### config.mk
export PLATFORM = sky130hd
export DESIGN_NAME = hub75_slice_scheduler_flat
export DESIGN_NICKNAME = d
export VERILOG_FILES = /design/src/rtl/hub75_slice_scheduler_if.sv /design/src/rtl/hub75_slice_scheduler.sv /design/src/flat_wrapper.sv
export SDC_FILE = /design/constraint.sdc
export NUM_CORES = 1
export LEC_CHECK = 0
export BUFFER_PORTS_ARGS = -buffer_cell sky130_fd_sc_hd__buf_2
export CAP_MARGIN = 20
export CORE_ASPECT_RATIO = 0.75
export CORE_MARGIN = 3
export CORE_UTILIZATION = 55
export DETAILED_ROUTE_END_ITERATION = 10
export PLACE_DENSITY = 0.79
export SYNTH_ARGS = -nofsm -noshare
export SYNTH_HDL_FRONTEND = slang
export SYNTH_SLANG_ARGS = --single-unit
### constraint.sdc
create_clock -name clk_in -period 2.9 [get_ports clk_in]
set_input_delay 0.435 -clock clk_in [delete_from_list [all_inputs] [get_ports clk_in]]
set_output_delay 0.435 -clock clk_in [all_outputs]
set_load 0.02 [all_outputs]
### src/rtl/hub75_slice_scheduler_if.sv
// Handshake/bus bundle between the slice scheduler, angle tracker, frame manager and HUB75 shifter.
// Latency: none (wires only).
// Backpressure: the shifter stalls the scheduler by withholding shift_done_in.
interface hub75_slice_scheduler_if #(
    parameter int THETA_W = 10,
    parameter int ROW_W   = 5,
    parameter int PLANE_W = 2
);
    logic               enable_in;
    logic [THETA_W-1:0] dtheta_in;
    logic [THETA_W-1:0] slice_theta_out;
    logic               shift_req_out;
    logic [ROW_W-1:0]   shift_row_out;
    logic [PLANE_W-1:0] shift_plane_out;
    logic               shift_done_in;
    logic [ROW_W-1:0]   hub75_addr_out;
    logic               hub75_latch_out;
    logic               hub75_oe_n_out;
    logic               busy_out;
    logic [7:0]         overrun_count_out;

    modport master (
        input  enable_in, dtheta_in, shift_done_in,
        output slice_theta_out, shift_req_out, shift_row_out, shift_plane_out,
               hub75_addr_out, hub75_latch_out, hub75_oe_n_out, busy_out, overrun_count_out
    );

    modport slave (
        output enable_in, dtheta_in, shift_done_in,
        input  slice_theta_out, shift_req_out, shift_row_out, shift_plane_out,
               hub75_addr_out, hub75_latch_out, hub75_oe_n_out, busy_out, overrun_count_out
    );
endinterface

### src/rtl/hub75_slice_scheduler.sv
// Walks every row/bit plane of one angular slice: shift request, latch, binary-weighted OE window.
// Latency: slice starts one edge after an angle change; per plane S + 1 + (BASE_OE << p) cycles.
// Backpressure: SHIFT holds until shift_done_in; angle changes seen while busy are counted as overruns.
module hub75_slice_scheduler #(
    parameter int SCAN_RATE  = 32,
    parameter int BIT_PLANES = 3,
    parameter int BASE_OE    = 8,
    parameter int THETA_W    = 10
) (
    input  logic                    clk_in,
    input  logic                    rst_n_in,
    hub75_slice_scheduler_if.master bus
);
    localparam int ROW_W   = $clog2(SCAN_RATE);
    localparam int PLANE_W = ($clog2(BIT_PLANES) > 1) ? $clog2(BIT_PLANES) : 1;
    localparam int CNT_W   = $clog2(BASE_OE << (BIT_PLANES - 1)) + 1;

    localparam logic [ROW_W-1:0]   LAST_ROW   = ROW_W'(SCAN_RATE - 1);
    localparam logic [PLANE_W-1:0] LAST_PLANE = PLANE_W'(BIT_PLANES - 1);
    localparam logic [CNT_W-1:0]   OE_BASE    = CNT_W'(BASE_OE);

    typedef enum logic [1:0] {IDLE, SHIFT, LATCH, DISPLAY} state_t;

    state_t             state_q, state_nxt;
    logic [ROW_W-1:0]   row_q, row_nxt;
    logic [PLANE_W-1:0] plane_q, plane_nxt;
    logic [CNT_W-1:0]   cnt_q, cnt_nxt;
    logic [CNT_W-1:0]   oe_load;
    logic [THETA_W-1:0] theta_nxt;
    logic [THETA_W-1:0] dtheta_prev_q;
    logic               start;
    logic               overrun_hit;

    assign start       = bus.enable_in && (bus.dtheta_in != bus.slice_theta_out);
    assign overrun_hit = bus.busy_out && (bus.dtheta_in != dtheta_prev_q) &&
                         (bus.overrun_count_out != 8'hFF);
    // Counter runs W-1 .. 0 so the OE window is exactly W cycles long.
    assign oe_load     = (OE_BASE << plane_q) - CNT_W'(1);

    always_ff @(posedge clk_in or negedge rst_n_in) begin
        if (!rst_n_in) begin
            state_q <= IDLE;
            row_q   <= '0;
            plane_q <= '0;
            cnt_q   <= '0;
        end else begin
            state_q <= state_nxt;
            row_q   <= row_nxt;
            plane_q <= plane_nxt;
            cnt_q   <= cnt_nxt;
        end
    end

    always_comb begin
        state_nxt = state_q;
        row_nxt   = row_q;
        plane_nxt = plane_q;
        cnt_nxt   = cnt_q;
        theta_nxt = bus.slice_theta_out;
        case (state_q)
            IDLE: begin
                if (start) begin
                    theta_nxt = bus.dtheta_in;
                    row_nxt   = '0;
                    plane_nxt = '0;
                    state_nxt = SHIFT;
                end
            end
            SHIFT: begin
                if (bus.shift_done_in) state_nxt = LATCH;
            end
            LATCH: begin
                cnt_nxt   = oe_load;
                state_nxt = DISPLAY;
            end
            DISPLAY: begin
                if (cnt_q != '0) begin
                    cnt_nxt = cnt_q - CNT_W'(1);
                end else if (plane_q != LAST_PLANE) begin
                    plane_nxt = plane_q + PLANE_W'(1);
                    state_nxt = SHIFT;
                end else if (row_q != LAST_ROW) begin
                    row_nxt   = row_q + ROW_W'(1);
                    plane_nxt = '0;
                    state_nxt = SHIFT;
                end else begin
                    row_nxt   = '0;
                    plane_nxt = '0;
                    state_nxt = IDLE;
                end
            end
            default: state_nxt = IDLE;
        endcase
    end

    // Outputs are registered from the next-state view so they line up with state_q.
    always_ff @(posedge clk_in or negedge rst_n_in) begin
        if (!rst_n_in) begin
            bus.slice_theta_out   <= '0;
            bus.shift_req_out     <= 1'b0;
            bus.shift_row_out     <= '0;
            bus.shift_plane_out   <= '0;
            bus.hub75_addr_out    <= '0;
            bus.hub75_latch_out   <= 1'b0;
            bus.hub75_oe_n_out    <= 1'b1;
            bus.busy_out          <= 1'b0;
            bus.overrun_count_out <= '0;
            dtheta_prev_q         <= '0;
        end else begin
            bus.slice_theta_out <= theta_nxt;
            bus.shift_req_out   <= (state_nxt == SHIFT);
            bus.shift_row_out   <= row_nxt;
            bus.shift_plane_out <= plane_nxt;
            bus.hub75_latch_out <= (state_nxt == LATCH);
            bus.hub75_oe_n_out  <= (state_nxt != DISPLAY);
            bus.busy_out        <= (state_nxt != IDLE);
            if (state_nxt == LATCH) bus.hub75_addr_out <= row_nxt;
            dtheta_prev_q <= bus.dtheta_in;
            if (overrun_hit) bus.overrun_count_out <= bus.overrun_count_out + 8'd1;
        end
    end
endmodule

### src/flat_wrapper.sv
// flat-port wrapper written by rule: the top's interface ports become plain ports
module hub75_slice_scheduler_flat 
#(
    parameter int SCAN_RATE  = 32,
    parameter int BIT_PLANES = 3,
    parameter int BASE_OE    = 8,
    parameter int THETA_W    = 10
)
  (clk_in, rst_n_in, bus_enable_in, bus_dtheta_in, bus_shift_done_in, bus_slice_theta_out, bus_shift_req_out, bus_shift_row_out, bus_shift_plane_out, bus_hub75_addr_out, bus_hub75_latch_out, bus_hub75_oe_n_out, bus_busy_out, bus_overrun_count_out);
  hub75_slice_scheduler_if #(.THETA_W(THETA_W), .ROW_W((5)), .PLANE_W((2))) bus_i ();
  input  logic clk_in;
  input  logic rst_n_in;
  input wire logic [$bits(bus_i.enable_in)-1:0] bus_enable_in;
  input wire logic [$bits(bus_i.dtheta_in)-1:0] bus_dtheta_in;
  input wire logic [$bits(bus_i.shift_done_in)-1:0] bus_shift_done_in;
  output wire logic [$bits(bus_i.slice_theta_out)-1:0] bus_slice_theta_out;
  output wire logic [$bits(bus_i.shift_req_out)-1:0] bus_shift_req_out;
  output wire logic [$bits(bus_i.shift_row_out)-1:0] bus_shift_row_out;
  output wire logic [$bits(bus_i.shift_plane_out)-1:0] bus_shift_plane_out;
  output wire logic [$bits(bus_i.hub75_addr_out)-1:0] bus_hub75_addr_out;
  output wire logic [$bits(bus_i.hub75_latch_out)-1:0] bus_hub75_latch_out;
  output wire logic [$bits(bus_i.hub75_oe_n_out)-1:0] bus_hub75_oe_n_out;
  output wire logic [$bits(bus_i.busy_out)-1:0] bus_busy_out;
  output wire logic [$bits(bus_i.overrun_count_out)-1:0] bus_overrun_count_out;
  assign bus_i.enable_in = bus_enable_in;
  assign bus_i.dtheta_in = bus_dtheta_in;
  assign bus_i.shift_done_in = bus_shift_done_in;
  assign bus_slice_theta_out = bus_i.slice_theta_out;
  assign bus_shift_req_out = bus_i.shift_req_out;
  assign bus_shift_row_out = bus_i.shift_row_out;
  assign bus_shift_plane_out = bus_i.shift_plane_out;
  assign bus_hub75_addr_out = bus_i.hub75_addr_out;
  assign bus_hub75_latch_out = bus_i.hub75_latch_out;
  assign bus_hub75_oe_n_out = bus_i.hub75_oe_n_out;
  assign bus_busy_out = bus_i.busy_out;
  assign bus_overrun_count_out = bus_i.overrun_count_out;
  hub75_slice_scheduler #(.SCAN_RATE(SCAN_RATE), .BIT_PLANES(BIT_PLANES), .BASE_OE(BASE_OE), .THETA_W(THETA_W)) u_core (.clk_in(clk_in), .rst_n_in(rst_n_in), .bus(bus_i));
endmodule
==> flow_metrics.env <==
export IMPL_status="completed"
export IMPL_setup_worst_path_end_class="flip-flop"
export IMPL_grt_pass1_vias=1776
export IMPL_nets=304
export IMPL_power_frac_seq_pct=41.1
export IMPL_n_fill_cell=360
export IMPL_die_area_um2=5490
export IMPL_internal_power_mw=1.66
export IMPL_synth_edf_count=0
export IMPL_crit_fanout=7
export IMPL_std_cell_rows=20
export IMPL_synth_simple_area_share_pct=12.9
export IMPL_worstPathArrival_ns=2.70
export IMPL_grt_max_degree=32
export IMPL_rsz0062_at_grt="no"
export IMPL_rrSetupSlack_ns=0.38
export IMPL_reg2reg_from="u_core.cnt_q[1]$_DFFE_PN0P_"
export IMPL_yosysUniqueCellTypes=42
export IMPL_postRouteWirelength_um=5140
export IMPL_tightest_slew_ns=0.676
export IMPL_syn_nets=253
export IMPL_postCtsSetupBuffers=0
export IMPL_clk_latency_ns=0.29
export IMPL_place_congestion=0.833
export IMPL_cts_resized=0
export IMPL_fin_crit_ns=2.52
export IMPL_first_pass_iters=5
export IMPL_slew_viol_final=0
export IMPL_grt_overflow=0
export IMPL_final_common_cell="dfrtp_1"
export IMPL_stdcell_count=338
export IMPL_slew_headroom_pct=54.3
export IMPL_setup_worst_path_start_class="flip-flop"
export IMPL_synth_seq_area_share_pct=51.1
export IMPL_synth_xor_area_share_pct=9.97
export IMPL_finalCritPeriodShare_pct=86.9
export IMPL_critPathKind="flip-flop to flip-flop"
export IMPL_crit_required_ns=3.08
export IMPL_total_power_mw=2.78
export IMPL_timing_fmax_mhz=397
export IMPL_wl_per_cell_um=15.2
export IMPL_ir_drop_uv=530
export IMPL_clkPwrFrac_pct=15.1
export IMPL_p_per_area_nw_per_um2=945
export IMPL_cellLeakagePower_nw=1.41
export IMPL_vias=1869
export IMPL_diodes=0
export IMPL_reg2reg_to="u_core.bus.hub75_addr_out[3]$_DFFE_PN0N_"
export IMPL_combPwrFrac_pct=43.8
export IMPL_dpl_cell_count=330
export IMPL_dpl_hpwl_um=3830
export IMPL_ant_nets=0
export IMPL_drcViolationCount=0
export IMPL_hold_path_class="input pin to asynchronous set/reset pin"
export IMPL_p_sw_mw=1.12
export IMPL_clk_pin_slew_ns=0.09
export IMPL_layout_common_cells="51 x dfrtp_1, 47 x buf_2, 23 x nand2_1, 16 x xnor2_1, 15 x mux2_2"
export IMPL_clockRootBuffer="clkbuf_8"
export IMPL_tns_ns=0
export IMPL_utilization_pct=69.1
export IMPL_switching_share_pct=40.4
export IMPL_ys_seq_elements=52
export IMPL_grt_util_all_layers_pct=19.6
export IMPL_yosys_warnings=0
export IMPL_cts_tree="built"
export IMPL_drv_cap=0
export IMPL_ys_async_sr_fraction_pct=100
export IMPL_core_area_um2=4250
export IMPL_syn_inst=231
export IMPL_vias_per_cell=5.53
export IMPL_drive_above_1_share_pct=27.9
export IMPL_synth_mux_area_share_pct=7.47
export IMPL_floorplan_initialDensity_pct=59.9
export IMPL_fp_dieW_um=84.6
export IMPL_synth_compound_area_share_pct=12.2
export IMPL_synthAdderAreaFrac_pct=3.93
export IMPL_grt_pass1_wl_um=8520
export IMPL_ios=48
export IMPL_ff2ff_path_depth=7
export IMPL_area_growth_synth_to_final_pct=15.5
export IMPL_skew_ns=0.00618
export IMPL_h_tree_depth=2
export IMPL_grt_antenna_before_repair=0
export IMPL_clk_path_buf_depth=2
export IMPL_cts_made_buffers=5
export IMPL_synth_top_family_by_area="simple AND/OR/NAND/NOR gates"
export IMPL_cts_hold_buf=0
export IMPL_cts_sinks=52
export IMPL_hold_viol_final=0
export IMPL_first_iter_violations=68
export IMPL_syn_area_per_cell_um2=11.0
export IMPL_netlist_area_um2=2550
export IMPL_setup_viol=0
export IMPL_chipHeight_um=64.9
export IMPL_port_buffers=47
export IMPL_synth_main_ff_cell="dfrtp_1"
[layer usage]
metal | routed length (um) | track usage (%) | vias up
li1 | - | - | 931
met1 | 2530 | 28.3 | 882
met2 | 2310 | 30.7 | 54
met3 | 285 | 4.83 | 2
met4 | 17 | 3.56 | 0
met5 | 0 | 0 | -
[synth_stat cells (all sizes together), types with 2 or more instances]
| cell type | instances | share of area [%] |
|---|---|---|
| clkbuf | 6 | 0.88 |
| nand4 | 6 | 1.5 |
| or4 | 3 | 1.2 |
| dfrtp | 51 | 50 |
| o31ai | 2 | 0.59 |
| nand3 | 2 | 0.39 |
| a311oi | 2 | 0.69 |
| a22o | 5 | 1.7 |
| nor3 | 3 | 0.59 |
| a21oi | 8 | 1.6 |
| nor2b | 2 | 0.49 |
| or2 | 2 | 0.49 |
| nand3b | 2 | 0.59 |
| and3 | 3 | 0.74 |
| a31oi | 3 | 0.74 |
| a21o | 5 | 1.5 |
| o21ai | 15 | 2.9 |
| inv | 7 | 1.0 |
| xor2 | 13 | 4.5 |
| ha | 8 | 3.9 |
| nand2b | 5 | 1.2 |
| o21bai | 2 | 0.59 |
| nand2 | 23 | 3.4 |
| mux2 | 16 | 7.1 |
| nor4 | 3 | 0.74 |
| nor2 | 7 | 1.0 |
| xnor2 | 16 | 5.5 |
[state kept, by name, indices dropped and copies added (netlist names), 2 cells and up]
register / flops
u_core.bus.overrun_count_out: 8
u_core.row_q: 5
u_core.state_q: 2
u_core.dtheta_prev_q: 10
u_core.bus.hub75_addr_out: 5
u_core.cnt_q: 6
u_core.bus.slice_theta_out: 10
u_core.plane_q: 2
[critical path, stage by stage (launching register included)]
cell and delay (ns):
dfrtp_1 0.42, or4_4 0.56, or3_1 0.44, o21a_1 0.22, o21ai_1 0.19, o21ai_1 0.10, buf_4 0.17, mux2_1 0.32
[through the flow]
step / instance area [um^2] / setup WS (ns) / hold slack, ns
final: 2940 / 0.378 / 0.0866
after global placement: 2850 / 0.461 / 0.425
after detailed placement: 2850 / 0.396 / 0.429
after CTS: 2940 / 0.387 / 0.105
after floorplan: 2550 / 0.482 / 0.139
after global routing: 2940 / 0.258 / 0.120
[kinds of logic after synthesis]
logic type | after synthesis
AO/OA/AOI/OAI | 48
AND/OR/NAND/NOR | 63
flip-flops | 52
buffers and inverters | 14
multiplexers | 17
XOR/XNOR | 29
adder cells (fa/ha/maj) | 8
[power by group through the flow]
| stage | sequential [mW] | clock [mW] | combinational (mW) |
|---|---|---|---|
| 2_1_floorplan | 1.30 | 0 | 0.678 |
| 3_3_place_gp | 1.14 | 0 | 1.19 |
| 3_5_place_dp | 1.15 | 0 | 1.22 |
| 4_1_cts | 1.14 | 0.426 | 1.23 |
| 5_1_grt | 1.18 | 0.455 | 1.34 |
| 6_report | 1.14 | 0.420 | 1.22 |
[layout make-up]
cell class / count / area, um^2 / area share (%)
clock buffer: 7 / 86.3 / 2.93
clock inverter: 1 / 7.51 / 0.255
inverter: 7 / 26.3 / 0.893
multi-input combinational: 165 / 1180 / 40.3
sequential: 52 / 1300 / 44.3
tap: 55 / 68.8 / 2.34
timing repair buffer: 51 / 265 / 9.02
[worst max-delay path by stage]
stage | from | end | slack [ns] | cells past startpoint
floorplan | u_core.cnt_q[1]$_DFFE_PN0P_ | u_core.bus.hub75_addr_out[3]$_DFFE_PN0N_ | 0.48 | 7
global placement | u_core.cnt_q[1]$_DFFE_PN0P_ | u_core.bus.hub75_addr_out[3]$_DFFE_PN0N_ | 0.46 | 7
detailed placement | u_core.cnt_q[1]$_DFFE_PN0P_ | u_core.bus.hub75_addr_out[3]$_DFFE_PN0N_ | 0.40 | 7
CTS | u_core.cnt_q[1]$_DFFE_PN0P_ | u_core.bus.hub75_addr_out[3]$_DFFE_PN0N_ | 0.39 | 7
global route | u_core.cnt_q[1]$_DFFE_PN0P_ | u_core.bus.hub75_addr_out[3]$_DFFE_PN0N_ | 0.26 | 7
finish | u_core.cnt_q[1]$_DFFE_PN0P_ | u_core.bus.hub75_addr_out[3]$_DFFE_PN0N_ | 0.38 | 7
(Power assumes the default switching activity.)
